## src/rtl/stall_ctrl.sv

```systemverilog
`default_nettype none
// ============================================================================
// Module      : stall_ctrl
// Description : Pipeline hazard controller. Arbitrates between HALT, data
//               memory wait, taken-branch flush and load-use interlock, and
//               drives the PC / IF/ID / ID/EX / EX/MEM hold, bubble and
//               squash controls.
//
// Ports
//   clk, rst                   clock, synchronous active-high reset
//   Id_rs_sel, Id_rt_sel       [2:0] decode-stage source registers
//   Id_rs_valid, Id_rt_valid   decode instruction really reads rs / rt
//   Ex_wr_sel                  [2:0] execute-stage destination register
//   Ex_MemRead, Ex_RegWrite    execute instruction is a load / writes a reg
//   Branch_taken               execute resolved a taken branch/jump/RegToPc
//   Dmem_busy                  data memory access not yet complete
//   Halt_ex                    HALT instruction in execute
//   Pc_stall, Ifid_stall       hold PC and IF/ID
//   Idex_bubble                load NOP control into ID/EX
//   Ifid_flush, Idex_flush     squash IF/ID and ID/EX
//   Exmem_stall                hold EX/MEM and MEM/WB, suppress writeback
//   Halted                     pipeline frozen by HALT
//   Stall_cycles               [15:0] saturating stall-cycle counter
//
// Build option : STALL_PERF_CNT_EN - when defined, Stall_cycles counts every
//                non-HALT cycle with Pc_stall=1 (saturating). When undefined,
//                Stall_cycles is tied to zero and no counter is built.
//
// Revision    : 1.0 - initial release
// ============================================================================
module stall_ctrl (
    input  logic        clk,
    input  logic        rst,
    input  logic [2:0]  Id_rs_sel,
    input  logic [2:0]  Id_rt_sel,
    input  logic        Id_rs_valid,
    input  logic        Id_rt_valid,
    input  logic [2:0]  Ex_wr_sel,
    input  logic        Ex_MemRead,
    input  logic        Ex_RegWrite,
    input  logic        Branch_taken,
    input  logic        Dmem_busy,
    input  logic        Halt_ex,
    output logic        Pc_stall,
    output logic        Ifid_stall,
    output logic        Idex_bubble,
    output logic        Ifid_flush,
    output logic        Idex_flush,
    output logic        Exmem_stall,
    output logic        Halted,
    output logic [15:0] Stall_cycles
);

    localparam logic [1:0] c_ST_RUN       = 2'd0;
    localparam logic [1:0] c_ST_DMEM_WAIT = 2'd1;
    localparam logic [1:0] c_ST_FLUSH     = 2'd2;
    localparam logic [1:0] c_ST_HALT      = 2'd3;

    logic [1:0] r_state;
    logic       r_pend_flush;

    logic [1:0] w_next_state;
    logic       w_set_pend;
    logic       w_clr_pend;
    logic       w_load_use;

    assign w_load_use = Ex_MemRead & Ex_RegWrite &
                        ((Id_rs_valid & (Id_rs_sel == Ex_wr_sel)) |
                         (Id_rt_valid & (Id_rt_sel == Ex_wr_sel)));

    // Priority chain: HALT state / Halt_ex, then memory wait, then the
    // second squash cycle of a flush, then a new or deferred flush, then
    // the load-use interlock.
    always_comb begin
        Pc_stall     = 1'b0;
        Ifid_stall   = 1'b0;
        Idex_bubble  = 1'b0;
        Ifid_flush   = 1'b0;
        Idex_flush   = 1'b0;
        Exmem_stall  = 1'b0;
        Halted       = 1'b0;
        w_next_state = r_state;
        w_set_pend   = 1'b0;
        w_clr_pend   = 1'b0;

        if (rst) begin
            // Outputs held low while in reset; state is cleared on the edge.
            w_next_state = c_ST_RUN;
        end else if (r_state == c_ST_HALT) begin
            Pc_stall    = 1'b1;
            Ifid_stall  = 1'b1;
            Exmem_stall = 1'b1;
            Halted      = 1'b1;
        end else if (Halt_ex) begin
            // Freeze immediately; Halted follows once the state is entered.
            Pc_stall     = 1'b1;
            Ifid_stall   = 1'b1;
            Exmem_stall  = 1'b1;
            w_next_state = c_ST_HALT;
        end else if (Dmem_busy) begin
            // Whole pipe holds; a branch resolved now is remembered so its
            // flush is issued once memory completes.
            Pc_stall     = 1'b1;
            Ifid_stall   = 1'b1;
            Exmem_stall  = 1'b1;
            w_next_state = c_ST_DMEM_WAIT;
            w_set_pend   = Branch_taken;
        end else if (r_state == c_ST_FLUSH) begin
            // Kill the wrong-path fetch that was in flight during the flush.
            Ifid_flush   = 1'b1;
            w_next_state = c_ST_RUN;
        end else if (Branch_taken || r_pend_flush) begin
            Ifid_flush   = 1'b1;
            Idex_flush   = 1'b1;
            w_next_state = c_ST_FLUSH;
            w_clr_pend   = 1'b1;
        end else begin
            w_next_state = c_ST_RUN;
            if (w_load_use) begin
                Pc_stall    = 1'b1;
                Ifid_stall  = 1'b1;
                Idex_bubble = 1'b1;
            end
        end
    end

    always_ff @(posedge clk) begin
        if (rst) begin
            r_state      <= c_ST_RUN;
            r_pend_flush <= 1'b0;
        end else begin
            r_state <= w_next_state;
            if (w_set_pend) begin
                r_pend_flush <= 1'b1;
            end else if (w_clr_pend) begin
                r_pend_flush <= 1'b0;
            end
        end
    end

`ifdef STALL_PERF_CNT_EN
    logic [15:0] r_stall_cycles;

    always_ff @(posedge clk) begin
        if (rst) begin
            r_stall_cycles <= 16'h0000;
        end else if (Pc_stall && (r_state != c_ST_HALT) &&
                     (r_stall_cycles != 16'hFFFF)) begin
            r_stall_cycles <= r_stall_cycles + 16'h0001;
        end
    end

    assign Stall_cycles = r_stall_cycles;
`else
    assign Stall_cycles = 16'h0000;
`endif

endmodule
`default_nettype wire

```

## config.mk

```make
export PLATFORM = sky130hd
export DESIGN_NAME = stall_ctrl
export DESIGN_NICKNAME = d
export VERILOG_FILES = /design/src/rtl/stall_ctrl.sv
export SDC_FILE = /design/constraint.sdc
export NUM_CORES = 1
export LEC_CHECK = 0
export BUFFER_PORTS_ARGS = -buffer_cell sky130_fd_sc_hd__buf_2
export CELL_PAD_IN_SITES_DETAIL_PLACEMENT = 0
export CELL_PAD_IN_SITES_GLOBAL_PLACEMENT = 1
export CORE_ASPECT_RATIO = 1.1
export CORE_MARGIN = 3
export CORE_UTILIZATION = 22
export DETAILED_ROUTE_END_ITERATION = 12
export PLACE_DENSITY = 0.81
export SLEW_MARGIN = 30
export SYNTH_ARGS = -nofsm -noshare
export SYNTH_HDL_FRONTEND = slang
export SYNTH_SLANG_ARGS = --single-unit
```

## constraint.sdc

```tcl
create_clock -name clk -period 2.5 [get_ports clk]
set_input_delay 0.25 -clock clk [delete_from_list [all_inputs] [get_ports clk]]
set_output_delay 0.25 -clock clk [all_outputs]
set_load 0.005 [all_outputs]
```

== Word level (Yosys, flattened, before mapping) ==
Cells that the tools add are included.

* Register bits after elaboration: 3
* Word-level logic and storage cells: 51

* Equal/unequal tests: 4
* Multiplexer cells: 38
* Bitwise operators: 5
* Reduce and logical (&&, ||, !) cells: 2

{| class="wikitable"
|+ Operator list
! kind !! count
|-
| 2-to-1 mux 1 bit || 34
|-
| 2-to-1 mux 2 bit || 4
|-
| equality test 3 bit || 2
|-
| bitwise AND 1 bit || 4
|-
| equality test 2 bit, second input constant || 2
|-
| nonzero test 2 bit || 1
|-
| logical OR 1 bit || 1
|-
| bitwise OR 1 bit || 1
|}

== Longest topological paths before layout ==
Gate-level depths: netlist (run 1).

* Depth in word-level cells: 11
* Depth in mapped cells: 5

== Worst setup path before layout (run 1) ==
No wires, ideal clock.

* Path kind: flip-flop to output port
* From: register r_state[0]
* To: output port Pc_stall
* Data arrival time: 1.216 ns
* Required time: 2.250 ns
* Path slack: 1.034 ns
* Cell stages (with the launch flop): 6
* Cell sequence: dfxtp_1 a21oi_1 and2b_1 nor2_1 or2_2 buf_4

* Cells in the longest elaborated chain, start to end: 6
* Elaborated cells on any way between the ends: 7

{| class="wikitable"
|+ Ends and longest elaborated chain
! what !! RTL line !! RTL
|-
| from (decl) || 59 || <nowiki>logic [1:0] r_state;</nowiki>
|-
| from (signal assigned) || 129 || <nowiki>r_state <= c_ST_RUN;</nowiki>
|-
| from (signal assigned) || 132 || <nowiki>r_state <= w_next_state;</nowiki>
|-
| equality test 2 bit || 108 || <nowiki>end else if (r_state == c_ST_FLUSH) begin</nowiki>
|-
| 2-to-1 mux 1 bit (3 in series) || - ||
|-
| 2-to-1 mux 1 bit * (2 in series) || - ||
|-
| to (decl) || 44 || <nowiki>output logic Pc_stall,</nowiki>
|}

Mark *: on every way between the ends. The rest lies on a longest branch, timed or not.

== Worst setup path after layout (run 1) ==
* From: register r_state[1]
* To: output port Ifid_stall

* Cells in the longest elaborated chain, start to end: 6
* Elaborated cells on any way between the ends: 7

{| class="wikitable"
|+ Ends and longest elaborated chain
! what !! RTL line !! RTL
|-
| equality test 2 bit || 108 ||
|-
| 2-to-1 mux 1 bit || 108 ||
|-
| 2-to-1 mux 1 bit || 100 || <nowiki>end else if (Dmem_busy) begin</nowiki>
|-
| 2-to-1 mux 1 bit || 94 || <nowiki>end else if (Halt_ex) begin</nowiki>
|-
| 2-to-1 mux 1 bit * || 89 || <nowiki>end else if (r_state == c_ST_HALT) begin</nowiki>
|-
| 2-to-1 mux 1 bit * || 86 || <nowiki>if (rst) begin</nowiki>
|-
| to (decl) || 45 || <nowiki>output logic Ifid_stall,</nowiki>
|}

Marked as above.

==> results.sh, run 1 <==
export IMPL_status="finished clean"
export IMPL_finalWorstSetupSlack_ps=748.5
export IMPL_area_growth_pct=24.26
export IMPL_post_drt_wl_per_cell_microns=9.387
export IMPL_gp_congestion=0.6750
export IMPL_async_flop_share_pct=0
export IMPL_wl_microns=873
export IMPL_die_x_microns=45.71
export IMPL_r2r_slack_ps=1550
export IMPL_synth_top_area_cell="buf_4"
export IMPL_combPwrFrac_pct=27.9
export IMPL_grt_setup_unrepaired="false"
export IMPL_fmax_mhz=570.9
export IMPL_htreeDepth=1
export IMPL_cellPowerDensity_nw_per_um2=408.0
export IMPL_ant_nets=0
export IMPL_p_seq_share_pct=27.9
export IMPL_cts_buffers=3
export IMPL_clock_skew_ps=0.1064
export IMPL_io_buffers=24
export IMPL_synth_top_area_share_pct=33.44
export IMPL_io_pins=41
export IMPL_hp_class="in -> reg"
export IMPL_worstHoldEndpoint="r_pend_flush"
export IMPL_regToRegEndpoint="r_state[0]"
export IMPL_fp_dieH_microns=49.68
export IMPL_fin_crit_sh_pct=70.06
export IMPL_timing_hold_ws_ps=292.6
export IMPL_fin_cells=93
export IMPL_track_usage_pct=6.823
export IMPL_yosysMostFrequentCell="buf_4"
export IMPL_ys_flop_type="dfxtp_1"
export IMPL_yosys_warnings=0
export IMPL_clk_pin_slew_ps=40
export IMPL_syn_cell_area_sq_um=381.6
export IMPL_whs_path_depth=2
export IMPL_route_detailed_drc=0
export IMPL_vias=375
export IMPL_antennaDiodeCount=0
export IMPL_synth_area_leaders="buf_4 33%, dfxtp_1 16%, xnor2_1 14%"
export IMPL_p_leak_nw=0.2457
export IMPL_cp_max_fo=5
export IMPL_final_util_pct=29.73
export IMPL_pre_cts_slack_ps=906.7
export IMPL_syn_area_per_cell_sq_um=7.483
export IMPL_cts_sinks=3
export IMPL_cts_hold_buf=0
export IMPL_cts_setup_buffers=0
export IMPL_drive_above_1_share_pct=38.16
export IMPL_ir_worst_vdd_v=0.0001687
export IMPL_vias_per_cell=4.032
export IMPL_clk_path_buf_depth=2
export IMPL_synth_common_cells="17 x buf_4, 6 x xnor2_1, 4 x nor2_1, 3 x a21oi_1, 3 x dfxtp_1"
export IMPL_worstHoldStart="rst"
export IMPL_grt_overflow=0
export IMPL_maxCapViolCount=0
export IMPL_reg2reg_from="r_state[1]"
export IMPL_intPower_mw=0.1371
export IMPL_reg2regPathDepth=3
export IMPL_endpoint_kind="output port"
export IMPL_cts_resized=0
export IMPL_insertion_delay_ps=230
export IMPL_setup_viol=0
export IMPL_swShare_pct=29.13
export IMPL_cts_root_buf="clkbuf_4"
export IMPL_dieArea_sq_um=2271
export IMPL_start_kind="flop"
export IMPL_core_area_sq_um=1595
export IMPL_synth_cells=51
export IMPL_timing_worst_setup_path_type="reg -> out"
export IMPL_setup_tns_final_ps=0
export IMPL_drt_iter0_drc=2
export IMPL_required_ps=2250
export IMPL_final_nets=95
export IMPL_grt_pass1_wl_mm=1.083
export IMPL_arrival_ps=1500
export IMPL_drtPass1Iterations=3
export IMPL_ys_ff_latch=3
export IMPL_cts_tree="done"
export IMPL_yosysSeqAreaShare_pct=15.74
export IMPL_synth_cell_types=20
export IMPL_synth_edf_count=0
export IMPL_slew_violations=0
export IMPL_dpl_hpwl_microns=762.9
export IMPL_min_period_ps=1751
export IMPL_place_inst=89
export IMPL_final_hold_violation_count=0
export IMPL_start_util_pct=23.92
export IMPL_core_rowCount=15
export IMPL_antenna_found_initial=0
export IMPL_grt_max_degree=9
export IMPL_clockPowerShare_pct=44.2
export IMPL_p_sw_mw=0.05636
export IMPL_grt_pass1_vias=298
critical path, stage by stage (launching register included):
cell     delay [ps]
dfxtp_1         320
a21oi_1         260
and2b_1         210
nor2_1           50
or2_2           300
buf_2           130
power groups by stage:
stage	Sequential, mW	Combinational [mW]	Clock (mW)
after detailed placement	0.0547	0.0540	0
after global routing	0.0544	0.0600	0.0931
after global placement	0.0548	0.0533	0
final	0.0539	0.0540	0.0856
after floorplan	0.0542	0.0496	0
after CTS	0.0540	0.0545	0.0893
stage by stage:
stage / power, mW / cell area, sq um
floorplan: 0.1038 / 437.9
global placement: 0.1081 / 447.9
detailed placement: 0.1087 / 447.9
CTS: 0.1977 / 474.2
global route: 0.2075 / 474.2
finish: 0.1935 / 474.2
area by class of cell:
class                   count  area, sq um
flip-flops and latches      3        60.06
fillers                   194         1121
repair buffers             24        120.1
clock buffers               4        26.28
multi-input cells          45        246.5
well taps                  17        21.27
cell families (layout without fill, tap and decap cells):
kind of cell	Yosys count	count (layout)	share of synthesized area [%]
AOI/OAI and AO/OA	5	5	9.834
other	1	16	0.9827
xor gates and xnor gates	6	6	13.77
buffers and inverters	18	28	34.42
DFF	3	3	15.74
and+or+nand+nor	18	18	25.25
state kept, by name (all words and copies together), names as in the netlist:
register	count
r_state	2
r_pend_flush	1
layout by cell type, fill, tap and decap left out:
| cell type | count |
|---|---|
| a21oi_1 | 3 |
| nand2b_1 | 1 |
| nand3_1 | 2 |
| clkbuf_1 | 1 |
| nor3_1 | 2 |
| nor2_1 | 4 |
| conb_1 | 16 |
| dfxtp_1 | 3 |
| nor4_1 | 1 |
| xnor2_1 | 6 |
| a2111oi_2 | 1 |
| nand2_1 | 1 |
| buf_2 | 24 |
| and2_1 | 1 |
| o31ai_1 | 1 |
| or2_2 | 1 |
| and2b_1 | 1 |
| nand4_1 | 2 |
| nor2b_1 | 1 |
| clkbuf_4 | 3 |
| or3_1 | 1 |
layer usage:
layer	share of wire, %	track usage (%)	wire (microns)
met1	30	5.689	263
met5	0	0	0
met4	1.8	5.687	16
met2	47	11.86	409
met3	21	2.555	183
worst max path at each step:
stage,endpoint,start,slack [ps]
6_report,Ifid_stall,r_state[1],750
3_5_place_dp,Pc_stall,Ex_wr_sel[0],910
3_3_place_gp,Pc_stall,Ex_wr_sel[0],940
2_1_floorplan,Pc_stall,r_state[0],1030
5_1_grt,Ifid_stall,r_state[1],610
4_1_cts,Pc_stall,r_state[1],730
(Power assumes the default switching activity.)
==> run 2: changes to the inputs <==
- CORE_UTILIZATION: 22 -> 18
- PLACE_DENSITY: 0.81 -> 0.71
- clock period: 2.5 -> 1.55 ns (I/O delays scaled with it)
==> results.sh, run 2 (synthesized netlist as in run 1, its figures left out) <==
export IMPL_antenna_found_initial=0
export IMPL_insertion_delay_ps=230
export IMPL_wl_microns=946
export IMPL_min_period_ps=1457
export IMPL_core_rowCount=16
export IMPL_clk_path_buf_depth=2
export IMPL_cellPowerDensity_nw_per_um2=605.3
export IMPL_slew_violations=0
export IMPL_setup_viol=0
export IMPL_combPwrFrac_pct=31.0
export IMPL_cts_hold_buf=0
export IMPL_intPower_mw=0.2307
export IMPL_grt_overflow=0
export IMPL_grt_max_degree=9
export IMPL_fp_dieH_microns=54.29
export IMPL_layout_common_cells="24 x buf_2, 16 x conb_1, 6 x xnor2_1, 3 x nor2_1, 3 x clkbuf_4"
export IMPL_grt_pass1_vias=317
export IMPL_maxCapViolCount=0
export IMPL_ir_worst_vdd_v=0.0001734
export IMPL_clk_pin_slew_ps=40
export IMPL_timing_worst_setup_path_type="reg -> out"
export IMPL_final_hold_violation_count=0
export IMPL_swShare_pct=30.13
export IMPL_area_growth_pct=42.95
export IMPL_clockPowerShare_pct=41.9
export IMPL_hp_class="in -> reg"
export IMPL_clock_skew_ps=2.035
export IMPL_top_register="r_state"
export IMPL_vias=384
export IMPL_io_buffers=24
export IMPL_io_pins=41
export IMPL_cts_root_buf="clkbuf_4"
export IMPL_drive_above_1_share_pct=50.65
export IMPL_fin_crit_sh_pct=94.02
export IMPL_cts_buffers=3
export IMPL_p_leak_nw=0.2593
export IMPL_vias_per_cell=3.692
export IMPL_post_drt_wl_per_cell_microns=9.096
export IMPL_cts_setup_buffers=0
export IMPL_antennaDiodeCount=0
export IMPL_start_kind="flop"
export IMPL_p_sw_mw=0.09950
export IMPL_final_nets=96
export IMPL_fin_cells=104
export IMPL_placed_area_sq_um=467.9
export IMPL_reg_top3="r_state (2), r_pend_flush (1)"
export IMPL_place_inst=100
export IMPL_drtPass1Iterations=1
export IMPL_start_util_pct=20.28
export IMPL_required_ps=1390
export IMPL_gp_congestion=0.6119
export IMPL_p_seq_share_pct=27.1
export IMPL_status="finished clean"
export IMPL_finish_instance_area_sq_um=545.5
export IMPL_track_usage_pct=6.526
export IMPL_arrival_ps=1300
export IMPL_die_x_microns=49.90
export IMPL_cp_max_fo=5
export IMPL_largest_register_ffs=2
export IMPL_drt_iter0_drc=0
export IMPL_layout_commonest_cell="buf_2"
export IMPL_grt_pass1_wl_mm=1.248
export IMPL_cts_sinks=3
export IMPL_core_area_sq_um=1882
export IMPL_cts_tree="done"
export IMPL_htreeDepth=1
export IMPL_dpl_hpwl_microns=781
export IMPL_route_detailed_drc=0
export IMPL_ant_nets=0
export IMPL_fill_cells=214
export IMPL_dieArea_sq_um=2709
export IMPL_endpoint_kind="output port"
export IMPL_p_total_mw=0.3302
export IMPL_fmax_mhz=686.2
run 2: layer usage:
metal  up-vias  GRT usage (%)  wire, microns
li1        188              -              -
met1       164          5.854            303
met2        30          10.79            472
met3         2          2.997            163
met4         0          6.912              6
met5         -              0              0
run 2: stage by stage:
stage / setup WS, ps / TNS [ps] / util, % / hold slack (ps)
5_1_grt: -13.18 / -39.58 / 28.99 / 231.9
4_1_cts: 6.072 / 0 / 26.53 / 198.2
3_3_place_gp: 163.0 / 0 / 24.87 / 437.2
6_report: 92.75 / 0 / 28.99 / 215.3
3_5_place_dp: 156.9 / 0 / 24.87 / 444.1
2_1_floorplan: 179.1 / 0 / - / 306.9
run 2: path summary, 6_finish.rpt:
kind	start	cells past startpoint	endpoint	slack (ps)
hold reg to reg	r_pend_flush	2	r_pend_flush	510
setup reg to reg	r_pend_flush	3	r_state[1]	600
setup / recovery	r_state[1]	4	Ifid_stall	90
hold / removal	Branch_taken	3	r_pend_flush	220
run 2: critical path, stage by stage (launching register included):
cell	delay, ps
dfxtp_2	330
nor2b_2	190
a2111oi_4	290
or2_4	170
buf_2	100
run 2: cell type report:
type / instances / area (sq um) / share of cell area, %
multi-input cells: 45 / 295.3 / 54.13
repair buffers: 25 / 127.6 / 23.39
flip-flops and latches: 3 / 62.56 / 11.47
well taps: 27 / 33.78 / 6.193
clock buffers: 4 / 26.28 / 4.817
run 2: what timing repair did:
| action | in CTS | in global routing |
|---|---|---|
| gates resized for setup | 2 | 10 |
| setup endpoints to repair | 3 | 4 |
| pin swaps | 1 | 1 |
run 2: power groups by stage:
stage | clock [mW] | combinational (mW) | sequential (mW)
finish | 0.139 | 0.102 | 0.0894
global route | 0.150 | 0.115 | 0.0904
CTS | 0.146 | 0.0913 | 0.0871
detailed placement | 0 | 0.0892 | 0.0881
global placement | 0 | 0.0889 | 0.0883
floorplan | 0 | 0.0800 | 0.0874
